[src/rtl/compare_arb_pkg.sv]
// Shared types and constants for the compare arbiter: FSM states, default sizes
// and bit positions of the result flags.
package compare_arb_pkg;

  typedef enum logic [1:0] {
    ST_IDLE = 2'd0,
    ST_CMP  = 2'd1,
    ST_RESP = 2'd2
  } state_t;

  localparam int DEF_N_REQ  = 4;
  localparam int DEF_DATA_W = 4;

  localparam int N_FLAGS = 3;
  localparam int FLAG_EQ = 0;
  localparam int FLAG_LT = 1;
  localparam int FLAG_GT = 2;

endpackage

[src/rtl/compare_arbiter_if.sv]
// Request/operand/result bundle between the requesting control blocks (master)
// and the shared compare arbiter (slave).
interface compare_arbiter_if
  import compare_arb_pkg::*;
#(
  parameter int N_REQ  = DEF_N_REQ,
  parameter int DATA_W = DEF_DATA_W
);
  localparam int ID_W = $clog2(N_REQ);

  logic [N_REQ-1:0]        REQ;
  logic [N_REQ*DATA_W-1:0] PORTA_IN;
  logic [N_REQ*DATA_W-1:0] PORTB_IN;
  logic [N_REQ-1:0]        GNT;
  logic                    BUSY;
  logic                    VALID;
  logic                    READY;
  logic [ID_W-1:0]         RES_ID;
  logic                    EQUAL;
  logic                    LESS;
  logic                    HIGHER;

  modport master (
    output REQ, PORTA_IN, PORTB_IN, READY,
    input  GNT, BUSY, VALID, RES_ID, EQUAL, LESS, HIGHER
  );

  modport slave (
    input  REQ, PORTA_IN, PORTB_IN, READY,
    output GNT, BUSY, VALID, RES_ID, EQUAL, LESS, HIGHER
  );

endinterface

[src/rtl/compare_arbiter_rr_pick.sv]
// Combinational round-robin picker: first set request searching from i_ptr
// upward with wrap-around. Returns one-hot winner, its index and any-request.
module rr_pick #(
  parameter int N_REQ = 4,
  parameter int ID_W  = $clog2(N_REQ)
) (
  input  logic [N_REQ-1:0] i_req,
  input  logic [ID_W-1:0]  i_ptr,
  output logic [N_REQ-1:0] o_win,
  output logic [ID_W-1:0]  o_win_id,
  output logic             o_any
);

  logic [2*N_REQ-1:0] w_dbl;
  logic [N_REQ-1:0]   w_rot;
  logic [ID_W-1:0]    w_pos;
  logic               w_found;
  logic [ID_W:0]      w_sum;

  // Rotating the doubled vector right by ptr puts the search start at bit 0.
  assign w_dbl = {i_req, i_req} >> i_ptr;
  assign w_rot = w_dbl[N_REQ-1:0];
  assign o_any = |i_req;

  always_comb begin
    w_pos   = '0;
    w_found = 1'b0;
    for (int unsigned i = 0; i < N_REQ; i++) begin
      if (!w_found && w_rot[i]) begin
        w_pos   = ID_W'(i);
        w_found = 1'b1;
      end
    end
  end

  always_comb begin
    w_sum = {1'b0, i_ptr} + {1'b0, w_pos};
    if (w_sum >= (ID_W+1)'(N_REQ)) begin
      o_win_id = ID_W'(w_sum - (ID_W+1)'(N_REQ));
    end else begin
      o_win_id = w_sum[ID_W-1:0];
    end
    o_win = '0;
    if (o_any) begin
      o_win[o_win_id] = 1'b1;
    end
  end

endmodule

[src/rtl/compare_arbiter.sv]
// One unsigned magnitude comparator shared by N_REQ requesters: round-robin
// grant, operand latch, registered EQUAL/LESS/HIGHER held under VALID/READY.
module compare_arbiter
  import compare_arb_pkg::*;
#(
  parameter int N_REQ  = DEF_N_REQ,
  parameter int DATA_W = DEF_DATA_W
) (
  input  logic              CLK,
  input  logic              RST,
  compare_arbiter_if.slave  bus
);

  localparam int ID_W = $clog2(N_REQ);

  state_t              r_state;
  state_t              w_state_next;
  logic [ID_W-1:0]     r_ptr;
  logic [ID_W-1:0]     r_id;
  logic [DATA_W-1:0]   r_a;
  logic [DATA_W-1:0]   r_b;
  logic [N_FLAGS-1:0]  r_flags;
  logic [N_REQ-1:0]    r_gnt;

  logic [N_REQ-1:0]    w_win;
  logic [ID_W-1:0]     w_win_id;
  logic                w_any;
  logic                w_take;
  logic                w_done;
  logic [N_FLAGS-1:0]  w_cmp;
  logic [ID_W-1:0]     w_ptr_next;

  rr_pick #(
    .N_REQ (N_REQ),
    .ID_W  (ID_W)
  ) u_pick (
    .i_req    (bus.REQ),
    .i_ptr    (r_ptr),
    .o_win    (w_win),
    .o_win_id (w_win_id),
    .o_any    (w_any)
  );

  assign w_take     = (r_state == ST_IDLE) && w_any;
  assign w_done     = (r_state == ST_RESP) && bus.READY;
  assign w_ptr_next = (r_id == ID_W'(N_REQ - 1)) ? '0 : r_id + 1'b1;

  always_comb begin
    w_cmp          = '0;
    w_cmp[FLAG_EQ] = (r_a == r_b);
    w_cmp[FLAG_LT] = (r_a <  r_b);
    w_cmp[FLAG_GT] = (r_a >  r_b);
  end

  always_ff @(posedge CLK) begin
    if (RST) begin
      r_state <= ST_IDLE;
    end else begin
      r_state <= w_state_next;
    end
  end

  always_comb begin
    w_state_next = r_state;
    case (r_state)
      ST_IDLE: if (w_any)     w_state_next = ST_CMP;
      ST_CMP:                 w_state_next = ST_RESP;
      ST_RESP: if (bus.READY) w_state_next = ST_IDLE;
      default:                w_state_next = ST_IDLE;
    endcase
  end

  // Flags are cleared on the handshake so they read zero whenever VALID is low.
  always_ff @(posedge CLK) begin
    if (RST) begin
      r_ptr   <= '0;
      r_id    <= '0;
      r_a     <= '0;
      r_b     <= '0;
      r_flags <= '0;
      r_gnt   <= '0;
    end else begin
      r_gnt <= w_take ? w_win : '0;
      if (w_take) begin
        r_id <= w_win_id;
        r_a  <= bus.PORTA_IN[int'(w_win_id)*DATA_W +: DATA_W];
        r_b  <= bus.PORTB_IN[int'(w_win_id)*DATA_W +: DATA_W];
      end
      if (r_state == ST_CMP) begin
        r_flags <= w_cmp;
      end else if (w_done) begin
        r_flags <= '0;
        r_ptr   <= w_ptr_next;
      end
    end
  end

  always_comb begin
    bus.GNT    = r_gnt;
    bus.BUSY   = (r_state != ST_IDLE);
    bus.VALID  = (r_state == ST_RESP);
    bus.RES_ID = r_id;
    bus.EQUAL  = r_flags[FLAG_EQ];
    bus.LESS   = r_flags[FLAG_LT];
    bus.HIGHER = r_flags[FLAG_GT];
  end

endmodule

[src/flat_wrapper.sv]
// flat-port wrapper written by rule: the top's interface ports become plain ports
module compare_arbiter_flat import compare_arb_pkg::*;
#(
  parameter int N_REQ  = DEF_N_REQ,
  parameter int DATA_W = DEF_DATA_W
)
  (CLK, RST, bus_REQ, bus_PORTA_IN, bus_PORTB_IN, bus_READY, bus_GNT, bus_BUSY, bus_VALID, bus_RES_ID, bus_EQUAL, bus_LESS, bus_HIGHER);
  compare_arbiter_if #(.N_REQ(N_REQ), .DATA_W(DATA_W)) bus_i ();
  input  logic CLK;
  input  logic RST;
  input wire logic [$bits(bus_i.REQ)-1:0] bus_REQ;
  input wire logic [$bits(bus_i.PORTA_IN)-1:0] bus_PORTA_IN;
  input wire logic [$bits(bus_i.PORTB_IN)-1:0] bus_PORTB_IN;
  input wire logic [$bits(bus_i.READY)-1:0] bus_READY;
  output wire logic [$bits(bus_i.GNT)-1:0] bus_GNT;
  output wire logic [$bits(bus_i.BUSY)-1:0] bus_BUSY;
  output wire logic [$bits(bus_i.VALID)-1:0] bus_VALID;
  output wire logic [$bits(bus_i.RES_ID)-1:0] bus_RES_ID;
  output wire logic [$bits(bus_i.EQUAL)-1:0] bus_EQUAL;
  output wire logic [$bits(bus_i.LESS)-1:0] bus_LESS;
  output wire logic [$bits(bus_i.HIGHER)-1:0] bus_HIGHER;
  assign bus_i.REQ = bus_REQ;
  assign bus_i.PORTA_IN = bus_PORTA_IN;
  assign bus_i.PORTB_IN = bus_PORTB_IN;
  assign bus_i.READY = bus_READY;
  assign bus_GNT = bus_i.GNT;
  assign bus_BUSY = bus_i.BUSY;
  assign bus_VALID = bus_i.VALID;
  assign bus_RES_ID = bus_i.RES_ID;
  assign bus_EQUAL = bus_i.EQUAL;
  assign bus_LESS = bus_i.LESS;
  assign bus_HIGHER = bus_i.HIGHER;
  compare_arbiter #(.N_REQ(N_REQ), .DATA_W(DATA_W)) u_core (.CLK(CLK), .RST(RST), .bus(bus_i));
endmodule
[config.mk]
export PLATFORM = sky130hd
export DESIGN_NAME = compare_arbiter_flat
export DESIGN_NICKNAME = d
export VERILOG_FILES = /design/src/rtl/compare_arb_pkg.sv /design/src/rtl/compare_arbiter_if.sv /design/src/rtl/compare_arbiter_rr_pick.sv /design/src/rtl/compare_arbiter.sv /design/src/flat_wrapper.sv
export SDC_FILE = /design/constraint.sdc
export NUM_CORES = 1
export LEC_CHECK = 0
export ABC_AREA = 1
export CORE_ASPECT_RATIO = 0.8
export CORE_MARGIN = 1.5
export CORE_UTILIZATION = 39
export CTS_CLUSTER_DIAMETER = 200
export DETAILED_ROUTE_END_ITERATION = 6
export GPL_TIMING_DRIVEN = 1
export MAX_ROUTING_LAYER = met4
export PLACE_DENSITY = 0.75
export SETUP_SLACK_MARGIN = 0.5
export SYNTH_ARGS = -nofsm -noshare
export SYNTH_HDL_FRONTEND = slang
export SYNTH_SLANG_ARGS = --single-unit
[constraint.sdc]
create_clock -name CLK -period 2 [get_ports CLK]
set_clock_uncertainty 0.2 [all_clocks]
set_input_delay 0.4 -clock CLK [delete_from_list [all_inputs] [get_ports CLK]]
set_output_delay 0.4 -clock CLK [all_outputs]
set_load 0.01 [all_outputs]
Word level (Yosys, flattened, before mapping):

Index checks and enable logic that the tools add are counted.

* register bits after elaboration: 21
* input port bits: 39

* add/sub/neg operators: 3
* magnitude comparators: 5
* equality and inequality tests: 6
* shift-type cells: 3
* mux-type cells: 15
* bitwise gates (word level): 3
* reductions and logical operators: 16

Operators with widths (number)
* 16-bit by 5-bit variable part select with 4-bit output: 2
* 2-bit 2-to-1 mux: 6
* 8-bit by 2-bit right shift with 4-bit output: 1
* 1-bit logical AND: 6
* 3-bit 2-to-1 mux: 2
* 2-bit one-hot mux with 3 select lines: 1
* 1-bit 2-to-1 mux: 5
* 2-bit == test, second input constant: 2
* 4-bit == test: 1
* 4-bit > comparator: 1
* 4-bit < comparator: 1
* 2-bit AND reduction: 2
* 2-bit nonzero test: 2
* 4-bit OR reduction: 1
* 2-bit by 2-bit adder with 3-bit output: 1
* 3-bit >= comparator, second input constant: 1
* 1-bit zero test: 3
* 2-bit by 3-bit < comparator with 1-bit output, second input constant: 1
* 1-bit NOT: 3
* 3-bit OR reduction: 1
* 2-bit by 1-bit adder with 2-bit output, second input constant: 1
* 1-bit demux with 2-bit select: 1
* 2-bit by 1-bit == test with 1-bit output, second input constant: 1
* 2-bit by 1-bit >= comparator with 1-bit output, second input constant: 1
* 4 further kinds: 4

Longest topological paths before layout:

Gate-level depths: netlist of the first run.

* depth in word-level cells: 18
* mapped depth: 15
* gate-level depth less buffers: 15

By module:

From an unflattened synthesis of the first run, not the netlist that was laid out.

* cells, all modules: 223
* area, all modules: 1383.8 um2

By module, submodules not included
* compare_arbiter: times used 1, cells an instance 179, area an instance 1162.4 um2
* rr_pick: times used 1, cells an instance 44, area an instance 221.5 um2

Worst setup path before layout of the first run:

No wires, ideal clock.

* path kind: reg2reg
* start: register u_core.r_ptr[0]
* end: register u_core.r_a[3]
* library setup time: 113 ps
* arrival time: 1820 ps
* required time: 1687 ps
* setup slack: -134 ps
* cell stages (with the launch flop): 13
* path through: dfxtp_1 inv_2 nand2_1 nand3_1 nand2_1 nand3_1 a21boi_0 ha_1 clkbuf_1 mux2i_1 nand2_1 nand3_1 nand2_1

* cells in the longest elaborated chain, start to end: 15

Ends and longest elaborated chain
* start, declared: line compare_arbiter.sv:18 `logic [ID_W-1:0] r_ptr;`
* start signal, assigned: line compare_arbiter.sv:93 `r_ptr <= w_ptr_next;`
* 8-bit by 2-bit right shift with 4-bit output: line compare_arbiter_rr_pick.sv:21 `assign w_dbl = {i_req, i_req} >> i_ptr;`
* 1-bit 2-to-1 mux: line compare_arbiter_rr_pick.sv:29 `if (!w_found && w_rot[i]) begin`
* 1-bit zero test: line compare_arbiter_rr_pick.sv:29
* 1-bit logical AND: line compare_arbiter_rr_pick.sv:29
* 1-bit 2-to-1 mux: line compare_arbiter_rr_pick.sv:29
* 1-bit zero test: line compare_arbiter_rr_pick.sv:29
* 1-bit logical AND: line compare_arbiter_rr_pick.sv:29
* 1-bit 2-to-1 mux: line compare_arbiter_rr_pick.sv:29
* 1-bit zero test: line compare_arbiter_rr_pick.sv:29
* 1-bit logical AND: line compare_arbiter_rr_pick.sv:29
* 2-bit 2-to-1 mux: line compare_arbiter_rr_pick.sv:29
* 2-bit by 2-bit adder with 3-bit output (*): line compare_arbiter_rr_pick.sv:37 `w_sum = {1'b0, i_ptr} + {1'b0, w_pos};`
* 3-bit >= comparator / 2-bit by 1-bit subtractor with 2-bit output (equally long branches): line compare_arbiter_rr_pick.sv:38, compare_arbiter_rr_pick.sv:39
* 2-bit 2-to-1 mux (*): line compare_arbiter_rr_pick.sv:38 `if (w_sum >= (ID_W+1)'(N_REQ)) begin`
* via u_core.u_pick.o_win_id[0]: line compare_arbiter_rr_pick.sv:10 `output logic [ID_W-1:0] o_win_id,`
* 16-bit by 5-bit variable part select with 4-bit output (*): line compare_arbiter.sv:86 `r_a <= bus.PORTA_IN[int'(w_win_id)*DATA_W +: DATA_W];`
* end signal, assigned: line compare_arbiter.sv:86
* end, declared: line compare_arbiter.sv:20 `logic [DATA_W-1:0] r_a;`

Mark *: on every way through the listed nets, which the timed path passes. The rest lies on a longest branch.
A chain may end at the register's enable or synchronous reset.

Final worst setup path of the first run:

* start: input bus_REQ[2]
* end: register u_core.r_a[1]

* cells in the longest elaborated chain, start to end: 15

Ends and longest elaborated chain
* start, declared: line flat_wrapper.sv:11 `input wire logic [$bits(bus_i.REQ)-1:0] bus_REQ;`
* 8-bit by 2-bit right shift with 4-bit output (*): line compare_arbiter_rr_pick.sv:21
* 1-bit 2-to-1 mux: line compare_arbiter_rr_pick.sv:29
* 1-bit zero test: line compare_arbiter_rr_pick.sv:29
* 1-bit logical AND: line compare_arbiter_rr_pick.sv:29
* 1-bit 2-to-1 mux: line compare_arbiter_rr_pick.sv:29
* 1-bit zero test: line compare_arbiter_rr_pick.sv:29
* 1-bit logical AND: line compare_arbiter_rr_pick.sv:29
* 1-bit 2-to-1 mux: line compare_arbiter_rr_pick.sv:29
* 1-bit zero test: line compare_arbiter_rr_pick.sv:29
* 1-bit logical AND: line compare_arbiter_rr_pick.sv:29
* 2-bit 2-to-1 mux (*): line compare_arbiter_rr_pick.sv:29
* 2-bit by 2-bit adder with 3-bit output (*): line compare_arbiter_rr_pick.sv:37
* 3-bit >= comparator / 2-bit by 1-bit subtractor with 2-bit output (equally long branches): line compare_arbiter_rr_pick.sv:38, compare_arbiter_rr_pick.sv:39
* 2-bit 2-to-1 mux (*): line compare_arbiter_rr_pick.sv:38
* via u_core.u_pick.o_win_id[0]: line compare_arbiter_rr_pick.sv:10
* 16-bit by 5-bit variable part select with 4-bit output (*): line compare_arbiter.sv:86

Marked as above.

==> results of run 1 <==
through the flow:
| stage | cells | cell area, sq um | total power, mW | util [%] |
|---|---|---|---|---|
| after floorplan | 182 | 1320 | 0.846 | - |
| after global placement | 282 | 1950 | 1.06 | 63.3 |
| after detailed placement | 282 | 1950 | 1.07 | 63.3 |
| after CTS | 291 | 2100 | 1.40 | 68.2 |
| after global routing | 296 | 2250 | 1.59 | 73.0 |
| final | 296 | 2250 | 1.49 | 73.0 |
metal layers:
metal / track usage, % / up-vias
met5: - / -
met4: 5.10 / 0
met3: 3.35 / 4
met2: 37.2 / 42
met1: 24.5 / 653
li1: - / 741
final cells by class:
type,instances,area (sq um)
fillers,248,835
inverters,18,72.6
clock buffers,3,41.3
flip-flops and latches,21,432
clock inverters,1,5.00
well taps,40,50.0
multi-input cells,140,946
repair buffers,73,704
worst min path at each step:
stage,from,to,slack [ps],cells after the start
3_3_place_gp,u_core.r_b[3],u_core.r_b[3],240,2
4_1_cts,u_core.r_b[3],u_core.r_b[3],260,2
2_1_floorplan,u_core.r_b[3],u_core.r_b[3],230,2
3_5_place_dp,u_core.r_b[3],u_core.r_b[3],250,2
5_1_grt,u_core.r_flags[2],u_core.r_flags[2],280,2
6_report,u_core.r_flags[1],u_core.r_flags[1],260,2
worst min-delay path: stages (launching register included):
cell and delay (ps):
dfxtp_1 310, nand2_1 60, a21oi_1 60
cell families after synthesis:
family	after synthesis	share of synthesized area, %
compound gates	14	6.13
xor+xnor	1	0.692
fa+ha+maj	6	5.93
buf+inv	21	6.32
flops	21	33.2
mux	13	10.3
simple gates	106	37.5
timing repair:
| item | 4_1_cts | 5_1_grt |
|---|---|---|
| endpoints found under the setup margin | 27 | 22 |
| gates cloned | 0 | 1 |
| setup buffers | 5 | 4 |
| resized for setup | 42 | 24 |
| pin swaps | 10 | 9 |
synthesized netlist by cell type (all sizes together):
| cell | instances |
|---|---|
| ha | 6 |
| inv | 18 |
| o21ai | 3 |
| nand3 | 25 |
| nor4 | 1 |
| clkbuf | 2 |
| nor2 | 12 |
| a41oi | 1 |
| xnor2 | 1 |
| a31oi | 1 |
| nor3 | 1 |
| nand2 | 67 |
| mux2i | 13 |
| a21boi | 1 |
| a21oi | 8 |
| buf | 1 |
| dfxtp | 21 |
state kept, by name, summed over array words and instances (netlist names):
name               count
u_core.bus.GNT         4
u_core.r_a             4
u_core.r_b             4
u_core.r_flags         3
u_core.bus.RES_ID      2
u_core.r_ptr           2
u_core.r_state         2
where the power goes:
group          total (mW)  switching [mW]  internal, mW
logic               0.703           0.328         0.375
registers           0.513          0.0384         0.475
clock network       0.275           0.136         0.139
total                1.49           0.503         0.988
==> results.md, run 1 <==
- Mapped Area: about 1300 sq um
- DR pass1 iterations: 4
- Metal-1 WL: 1.57 mm
- Avg WL per Cell: ~12 um
- WHS: between 200 and 300 ps
- Leak pwr: 1.05 nW
- Final HPWL DP: 2.46 mm
- Initial Util: a little over 40%
- Area grow syn2layout: 77.8%
- Highest Signal Layer: met4
- Place WS: -725 ps
- Gp weighted congestion: roughly 0.8
- Synth area leader: dfxtp_1
- Slowest cell on crit path: ha_4
- CTS buffer count: 3
- Grt ovf: 0
- Synth top area cells: dfxtp_1, nand2_1, mux2i_1, nand3_1, ha_1
- Met2 wire len: 1.70 mm
- Root Driver: clkbuf_8
- TNS Setup: -284 ps
- Final Hold Vio Count: 0
- Tcrit/Tclk final: 103%
- Clk sinks: 21
- Setup crit end: u_core.r_a[1]
- Diode count: 0
- # DRC: 0
- Syn Inst Count: approximately 180
- Pins Over Slew Limit: 0
- Ports: 50
- Max-cap violations: 0
- Synth top area share: between 30% and 40%
- Status: complete, but fails checks
- CP Launch Type: input port
- Failing checks: negative setup slack
- Crit path cell chain: dlygate4sd2_1, nand2_1, nand3_2, nand3_2, a21boi_4, ha_4, buf_8, mux2i_1, nand2_1, nand3_1, nand2_1
- Setup crit end kind: register
- TritonCTS clock tree: done
- Ys Warns: 0
- IO buf count: between 40 and 50
- DR vias: about 1400
- Post-route ant nets: 0
- Levels on crit path: 11
- Setup violators final: 8
- Clk pin slew, worst setup/hold paths: roughly 80 ps
- Detailed-route vias per instance: around 5
- Initial antenna violation count: 0
- CP required: approximately 2000 ps
- Avg Synthesized Cell Area: approximately 7.0 sq um
- Full die area: about 3600 sq um
- Number of global-route vias before repair: 1371
- Clock buffer depth: 2
- Largest net degree at the start of global routing: 13
- CP bufs+invs: 2
- Later-pin clock latency in the skew report: between 200 and 300 ps
- Maximum fanout along the worst path: 7
- Clock period minus final worst setup slack: between 2000 and 2500 ps
- CP Data Arrival Time: roughly 2000 ps
- Path type of the worst setup path: input port to register
- Syn Nets: approximately 230
- Post-synthesis sequential area ratio: about a third
- FF-to-FF End: u_core.r_b[0]
- Fmax: just under 500 MHz
- Core area: a little over 3000 sq um
- Total Wirelength: 3.46 mm
- Most frequent cells in the layout: nand2_1, clkdlybuf4s50_1, buf_4, nand3_1, dfxtp_1
- CP max stage delay: about 350 ps
- RSZ-0062 raised after global routing: true
- Crit-path leading delay family: simple AND/OR/NAND/NOR gates
- Chip Width: 66.7 um
- Reg2reg path depth: 13
- Die Span Y: around 54 um
- DRT iter0 DRCs: 37
- Final worst setup slack: -54.3 ps
- H-tree level count: 1
- First-pass GRT wire length: between 5 and 6 mm
- Count of different cell masters after synthesis: 22
- Flops & latches, synth: 21
- Relative slew slack: approximately 64%
- GR Util All Layers: between 20% and 30%
- Rows: 18
- Most common cell after layout, fill and taps aside: nand2_1
- CP dominant cell by count: nand2_1
- Layout cell share with drive strength beyond 1: between 30% and 40%
- CP Launch Point: bus_REQ[2]
- Power per Cell Area: between 600 and 700 nW/um^2
- DR WL met3: 166 um
- Launching point of the worst reg2reg path: u_core.r_ptr[0]
- Worst slew pin tran: about 540 ps
- Max VDD drop: 300 uV
- Fin nets: around 300
- Hold Buf Count CTS: 0
- Worst Hold Class: register to register
- R2R Setup Slk: -30 ps
(Power assumes the default switching activity.)
==> inputs of run 2 (changes only) <==
Settings changed: SKIP_CTS_REPAIR_TIMING set to 1.
==> run 2 against run 1 <==
  * The run still ends with negative setup slack left
  * Worst setup slack lost 38 ps
  * Final cell count is the same
  * Design area shrank 2.2%
  * Critical path depth grew 1
  * Combinational power shrank 4.1%
  * First-iteration DRC count shrank 22%
  * Routed wire length shrank 3.0%
  * Clock power shrank 1%
  * Global-route usage shrank 1.1 points
  * Maximum frequency shrank 1.8%
  * Sequential power is essentially flat
  * Register-to-register slack lost 60 ps
  * Critical path type is now register to register
  * Highest routed layer unchanged
==> results.md, run 2 (synthesis results as in run 1) <==
- Register area: 430 sq um (was 432 sq um)
- Final Hold Vio Count: 0 (unchanged)
- Leak pwr: 1.18 nW (was 1.05 nW)
- Status: complete, but fails checks (unchanged)
- Most frequent cells in the layout: nand2_1, clkdlybuf4s50_1, buf_4, nand3_1, dfxtp_1 (unchanged)
- CP Launch Type: register (was input port)
- Max VDD drop: 307 uV (was 300 uV)
- Worst Hold Class: register to register (unchanged)
- Pins Over Slew Limit: 0 (unchanged)
- Root Driver: clkbuf_8 (unchanged)
- Detailed-route vias per instance: 4.92 (was 4.86)
- Grt ovf: 0 (unchanged)
- Clock buffer depth: 2 (unchanged)
- Worst slew pin tran: 535 ps (was 537 ps)
- Initial Util: 41.0% (unchanged)
- Ports: 50 (unchanged)
- Gp weighted congestion: 0.790 (unchanged)
- # fillers: 271 (was 248)
- Number of global-route vias before repair: 1325 (was 1371)
- Fin nets: 302 (unchanged)
- GR Util All Layers: 19.6% (was 20.7%)
- Tcrit/Tclk final: 105% (was 103%)
- Clock period minus final worst setup slack: 2090 ps (was 2050 ps)
- Setup violators final: 11 (was 8)
- Power per Cell Area: 661 nW/um^2 (was 663 nW/um^2)
- CP Data Arrival Time: 2050 ps (was 2020 ps)
- Final worst setup slack: -92.0 ps (was -54.3 ps)
- Hold path depth: 2 (unchanged)
- Clk pin slew, worst setup/hold paths: 80 ps (about the same)
- Most common cell after layout, fill and taps aside: nand2_1 (unchanged)
- Area grow syn2layout: 73.9% (was 77.8%)
- Avg WL per Cell: 11.3 um (was 11.7 um)
- H-tree level count: 1 (unchanged)
- Largest net degree at the start of global routing: 19 (was 13)
- Reg2reg path depth: 12 (was 13)
- Placed instance area: 1950 sq um (unchanged)
- Fmax: 478 MHz (was 487 MHz)
- Later-pin clock latency in the skew report: 250 ps (was 260 ps)
- DR vias: 1455 (was 1440)
- Place WS: -725 ps (unchanged)
- Initial antenna violation count: 0 (unchanged)
- Full die area: 3600 sq um (unchanged)
- First-pass GRT wire length: 5.26 mm (was 5.54 mm)
- DR pass1 iterations: 4 (unchanged)
- RSZ-0062 raised after global routing: true (unchanged)
- # DRC: 0 (unchanged)
- Design area: 2200 sq um (was 2250 sq um)
- Rows: 18 (unchanged)
- Final HPWL DP: 2.46 mm (unchanged)
- Relative slew slack: 64.2% (was 64.0%)
- Diode count: 0 (unchanged)
- Total power: 1.46 mW (was 1.49 mW)
- TritonCTS clock tree: done (unchanged)
- DRT iter0 DRCs: 29 (was 37)
- Core area: 3090 sq um (unchanged)
- Post-route ant nets: 0 (unchanged)
- WHS: 259 ps (was 264 ps)
- Chip Width: 66.7 um (unchanged)
- IO buf count: 49 (unchanged)
- Total Wirelength: 3.36 mm (was 3.46 mm)
- Path type of the worst setup path: register to register (was input port to register)
- Maximum fanout along the worst path: 8 (was 7)
- Layout cell share with drive strength beyond 1: 25.8% (was 30.5%)
- CP required: 1960 ps (about the same)
- Die Span Y: 54.0 um (unchanged)
- Clk sinks: 21 (unchanged)
- Combined area of the multi-input logic cells: 875 sq um (was 946 sq um)
- Setup crit end kind: register (unchanged)
- CTS buffer count: 3 (unchanged)
- Max-cap violations: 0 (unchanged)
- Failing checks: negative setup slack (unchanged)
## run 2: worst max-delay path: stages (launching register included)
cell      delay [ps]
dfxtp_4          380
inv_6             80
nand2_1           70
nand3_1          110
nand3_2           90
a21boi_2         190
ha_4             260
buf_6            130
buf_12           120
mux2i_1          170
nand2_1           70
nand3_1           80
nand2_1           40
## run 2: metal layers
metal / vias to the layer above / part of all wire [%] / track usage (%)
li1: 740 / - / -
met1: 663 / 45 / 22.5
met2: 48 / 49 / 35.7
met3: 4 / 5.3 / 3.35
met4: 0 / 0.63 / 5.10
met5: - / 0 / -
## run 2: through the flow
step / instances / setup TNS [ps] / util [%]
after CTS: 286 / -4940 / 64.8
after global routing: 296 / -1960 / 71.4
after detailed placement: 282 / -8630 / 63.3
final: 296 / -438 / 71.4
after global placement: 282 / -8300 / 63.3
after floorplan: 182 / 0 / -
## run 2: cell type report
type | instances | area share, %
clock buffer | 3 | 1.88
clock inverter | 1 | 0.227
inverter | 18 | 3.30
multi-input combinational | 140 | 39.7
sequential | 21 | 19.5
tap | 40 | 2.27
timing repair buffer | 73 | 33.1
## run 2: path summary, 6_finish.rpt
| check | from | endpoint | slack (ps) |
|---|---|---|---|
| hold reg to reg | u_core.r_b[3] | u_core.r_b[3] | 260 |
| hold / removal | u_core.r_b[3] | u_core.r_b[3] | 260 |
| setup / recovery | u_core.r_ptr[0] | u_core.r_a[1] | -90 |
| setup reg to reg | u_core.r_ptr[0] | u_core.r_a[1] | -90 |
## run 2: power by group
group | leakage, nW | internal, mW | switching, mW | total [mW]
registers | 0.175 | 0.474 | 0.0376 | 0.512
logic | 0.978 | 0.362 | 0.312 | 0.674
clock network | 0.0255 | 0.138 | 0.132 | 0.271
==> inputs of run 3 (changes only) <==
Settings changed: CORE_MARGIN 1.5 to unset, GPL_TIMING_DRIVEN 1 to 0, SLEW_MARGIN set to 30.
==> run 3 against run 2 <==
  * The run still ends with negative setup slack left
  * Maximum frequency shrank 0.21%
  * Global-route usage grew 0.10 points
  * Die area shrank 3.3%
  * Sequential share of layout area grew 0.21 points
  * Flip-flop and latch count is the same
  * Sequential power grew 1%
  * Design area grew 0.68%
==> results.md, run 3 (synthesis results as in run 1) <==
- Area grow syn2layout: 75.1% (was 73.9%)
- Status: complete, but fails checks (unchanged)
- Diode count: 0 (unchanged)
- Fin nets: 289 (was 302)
- Core area: 3090 sq um (unchanged)
- Later-pin clock latency in the skew report: 260 ps (was 250 ps)
- Gp weighted congestion: 0.865 (was 0.790)
- Logic pwr share: 46.4% (was 46.3%)
- Most common cell after layout, fill and taps aside: nand2_1 (unchanged)
- Total power: 1.48 mW (was 1.46 mW)
- IO buf count: 48 (was 49)
- Internal Power: 0.965 mW (was 0.975 mW)
- Final HPWL DP: 2.34 mm (was 2.46 mm)
- Ports: 50 (unchanged)
- Post-route ant nets: 0 (unchanged)
- Setup violators final: 11 (unchanged)
- # DRC: 0 (unchanged)
- CP Launch Type: register (unchanged)
- Slowest cell on crit path: dfxtp_4 (unchanged)
- Relative slew slack: 63.1% (was 64.2%)
- Initial antenna violation count: 0 (unchanged)
- TritonCTS clock tree: done (unchanged)
- Worst slew pin tran: 551 ps (was 535 ps)
- Max VDD drop: 320 uV (was 307 uV)
- First-pass GRT wire length: 5.14 mm (was 5.26 mm)
- Clock period minus final worst setup slack: 2100 ps (was 2090 ps)
- CP required: 1960 ps (about the same)
- H-tree level count: 1 (unchanged)
- DR vias: 1398 (was 1455)
- Grt ovf: 0 (unchanged)
- Worst Hold Class: register to register (unchanged)
- Path type of the worst setup path: register to register (unchanged)
- Max-cap violations: 0 (unchanged)
- TNS Setup: -696 ps (was -438 ps)
- Layout cell share with drive strength beyond 1: 26.3% (was 25.8%)
- Root Driver: clkbuf_8 (unchanged)
- Full die area: 3480 sq um (was 3600 sq um)
- Initial Util: 41.0% (unchanged)
- Crit path cell chain: inv_6, nand2_4, nand3_2, nand2_2, nand3_2, a21boi_2, ha_4, xnor2_4, inv_2, nand2_4, buf_12, nand3_1, nand3_1, nand2_1 (was inv_6, nand2_1, nand3_1, nand3_2, a21boi_2, ha_4, buf_6, buf_12, mux2i_1, nand2_1, nand3_1, nand2_1)
- Final worst setup slack: -96.4 ps (was -92.0 ps)
- GR Util All Layers: 19.7% (was 19.6%)
- Rows: 18 (unchanged)
- Tcrit/Tclk final: 105% (about the same)
- Largest net degree at the start of global routing: 13 (was 19)
- CP max stage delay: 410 ps (was 380 ps)
- Most frequent cells in the layout: nand2_1, clkdlybuf4s50_1, nand3_1, dlymetal6s2s_1, dfxtp_1 (was nand2_1, clkdlybuf4s50_1, buf_4, nand3_1, dfxtp_1)
- CP Data Arrival Time: 2060 ps (was 2050 ps)
- Clk pin slew, worst setup/hold paths: 80 ps (about the same)
- Die Span Y: 53.0 um (was 54.0 um)
- CP bufs+invs: 3 (unchanged)
- Pins Over Slew Limit: 0 (unchanged)
- Psw: 0.516 mW (was 0.481 mW)
- Number of global-route vias before repair: 1276 (was 1325)
- Chip Width: 65.7 um (was 66.7 um)
- Clock buffer depth: 2 (unchanged)
- Sw frac: 34.8% (was 33.1%)
- Total Wirelength: 3.60 mm (was 3.36 mm)
- DR pass1 iterations: 6 (was 4)
- Place WS: -605 ps (was -725 ps)
- Sequential power share: 35.0% (was 35.1%)
- Final Hold Vio Count: 0 (unchanged)
- Power per Cell Area: 668 nW/um^2 (was 661 nW/um^2)
- RSZ-0062 raised after global routing: true (unchanged)
- Detailed-route vias per instance: 4.94 (was 4.92)
- Failing checks: negative setup slack (unchanged)
- Leak pwr: 1.14 nW (was 1.18 nW)
- Clock power share: 18.6% (about the same)
- Maximum fanout along the worst path: 8 (unchanged)
- Fmax: 477 MHz (was 478 MHz)
- CTS buffer count: 3 (unchanged)
- DRT iter0 DRCs: 29 (unchanged)
- Clk sinks: 21 (unchanged)
- Avg WL per Cell: 12.7 um (was 11.3 um)
- Setup crit end kind: register (unchanged)
- Crit-path leading delay family: simple AND/OR/NAND/NOR gates (unchanged)
==> run 3: cell types whose count changed in the layout (fill, tap and decap cells not counted), moves of 2 or more <==
| cell | change |
|---|---|
| dfxtp_1 | -4 |
| nand3_1 | -4 |
| mux2i_1 | -2 |
| nand3_2 | +3 |
| dfxtp_2 | +3 |
| buf_4 | -16 |
| nand3_4 | +2 |
==> run 3: worst paths after layout <==
| path | from | cells past startpoint | slack, ps | to |
|---|---|---|---|---|
| hold / removal | u_core.r_a[0] | 2 | 270 | u_core.r_a[0] |
| setup / recovery | u_core.r_ptr[0] | 14 | -100 | u_core.r_a[2] |
| hold reg to reg | u_core.r_a[0] | 2 | 270 | u_core.r_a[0] |
| setup reg to reg | u_core.r_ptr[0] | 14 | -100 | u_core.r_a[2] |
==> run 3: power by group through the flow <==
stage / Clock, mW / Sequential [mW] / Combinational, mW
after global placement: 0 / 0.514 / 0.520
after floorplan: 0 / 0.519 / 0.327
after global routing: 0.296 / 0.525 / 0.749
final: 0.275 / 0.519 / 0.687
after detailed placement: 0 / 0.516 / 0.525
after CTS: 0.278 / 0.507 / 0.529
==> run 3: tightest hold or removal path: cells and delay by family, from the launching register on <==
kind	cells	cell delay (ps)
and+or+nand+nor	2	110
DFF	1	320
==> run 3: metrics by stage <==
step | std cells | hold WS [ps] | cell area (sq um) | util, %
3_5_place_dp | 270 | 247 | 1850 | 60.1
3_3_place_gp | 270 | 244 | 1850 | 60.1
5_1_grt | 283 | 281 | 2220 | 71.9
2_1_floorplan | 182 | 226 | 1320 | -
6_report | 283 | 266 | 2220 | 71.9
4_1_cts | 274 | 263 | 1900 | 61.6
==> run 3: layout make-up <==
type                       instances  area [sq um]
inverter                          18          75.1
fill                             252           868
clock buffer                       3          41.3
sequential                        21           438
timing repair buffer              56           589
tap                               40          50.0
clock inverter                     1          5.00
buffer                             3          38.8
multi-input combinational        141           980
==> run 3: layer usage <==
| layer | GRT usage (%) | wire [um] | vias to the layer above |
|---|---|---|---|
| met4 | 5.43 | 32 | 0 |
| met1 | 24.1 | 1650 | 620 |
| met3 | 2.59 | 148 | 6 |
| met5 | - | 0 | - |
| met2 | 34.0 | 1770 | 48 |
| li1 | - | - | 724 |
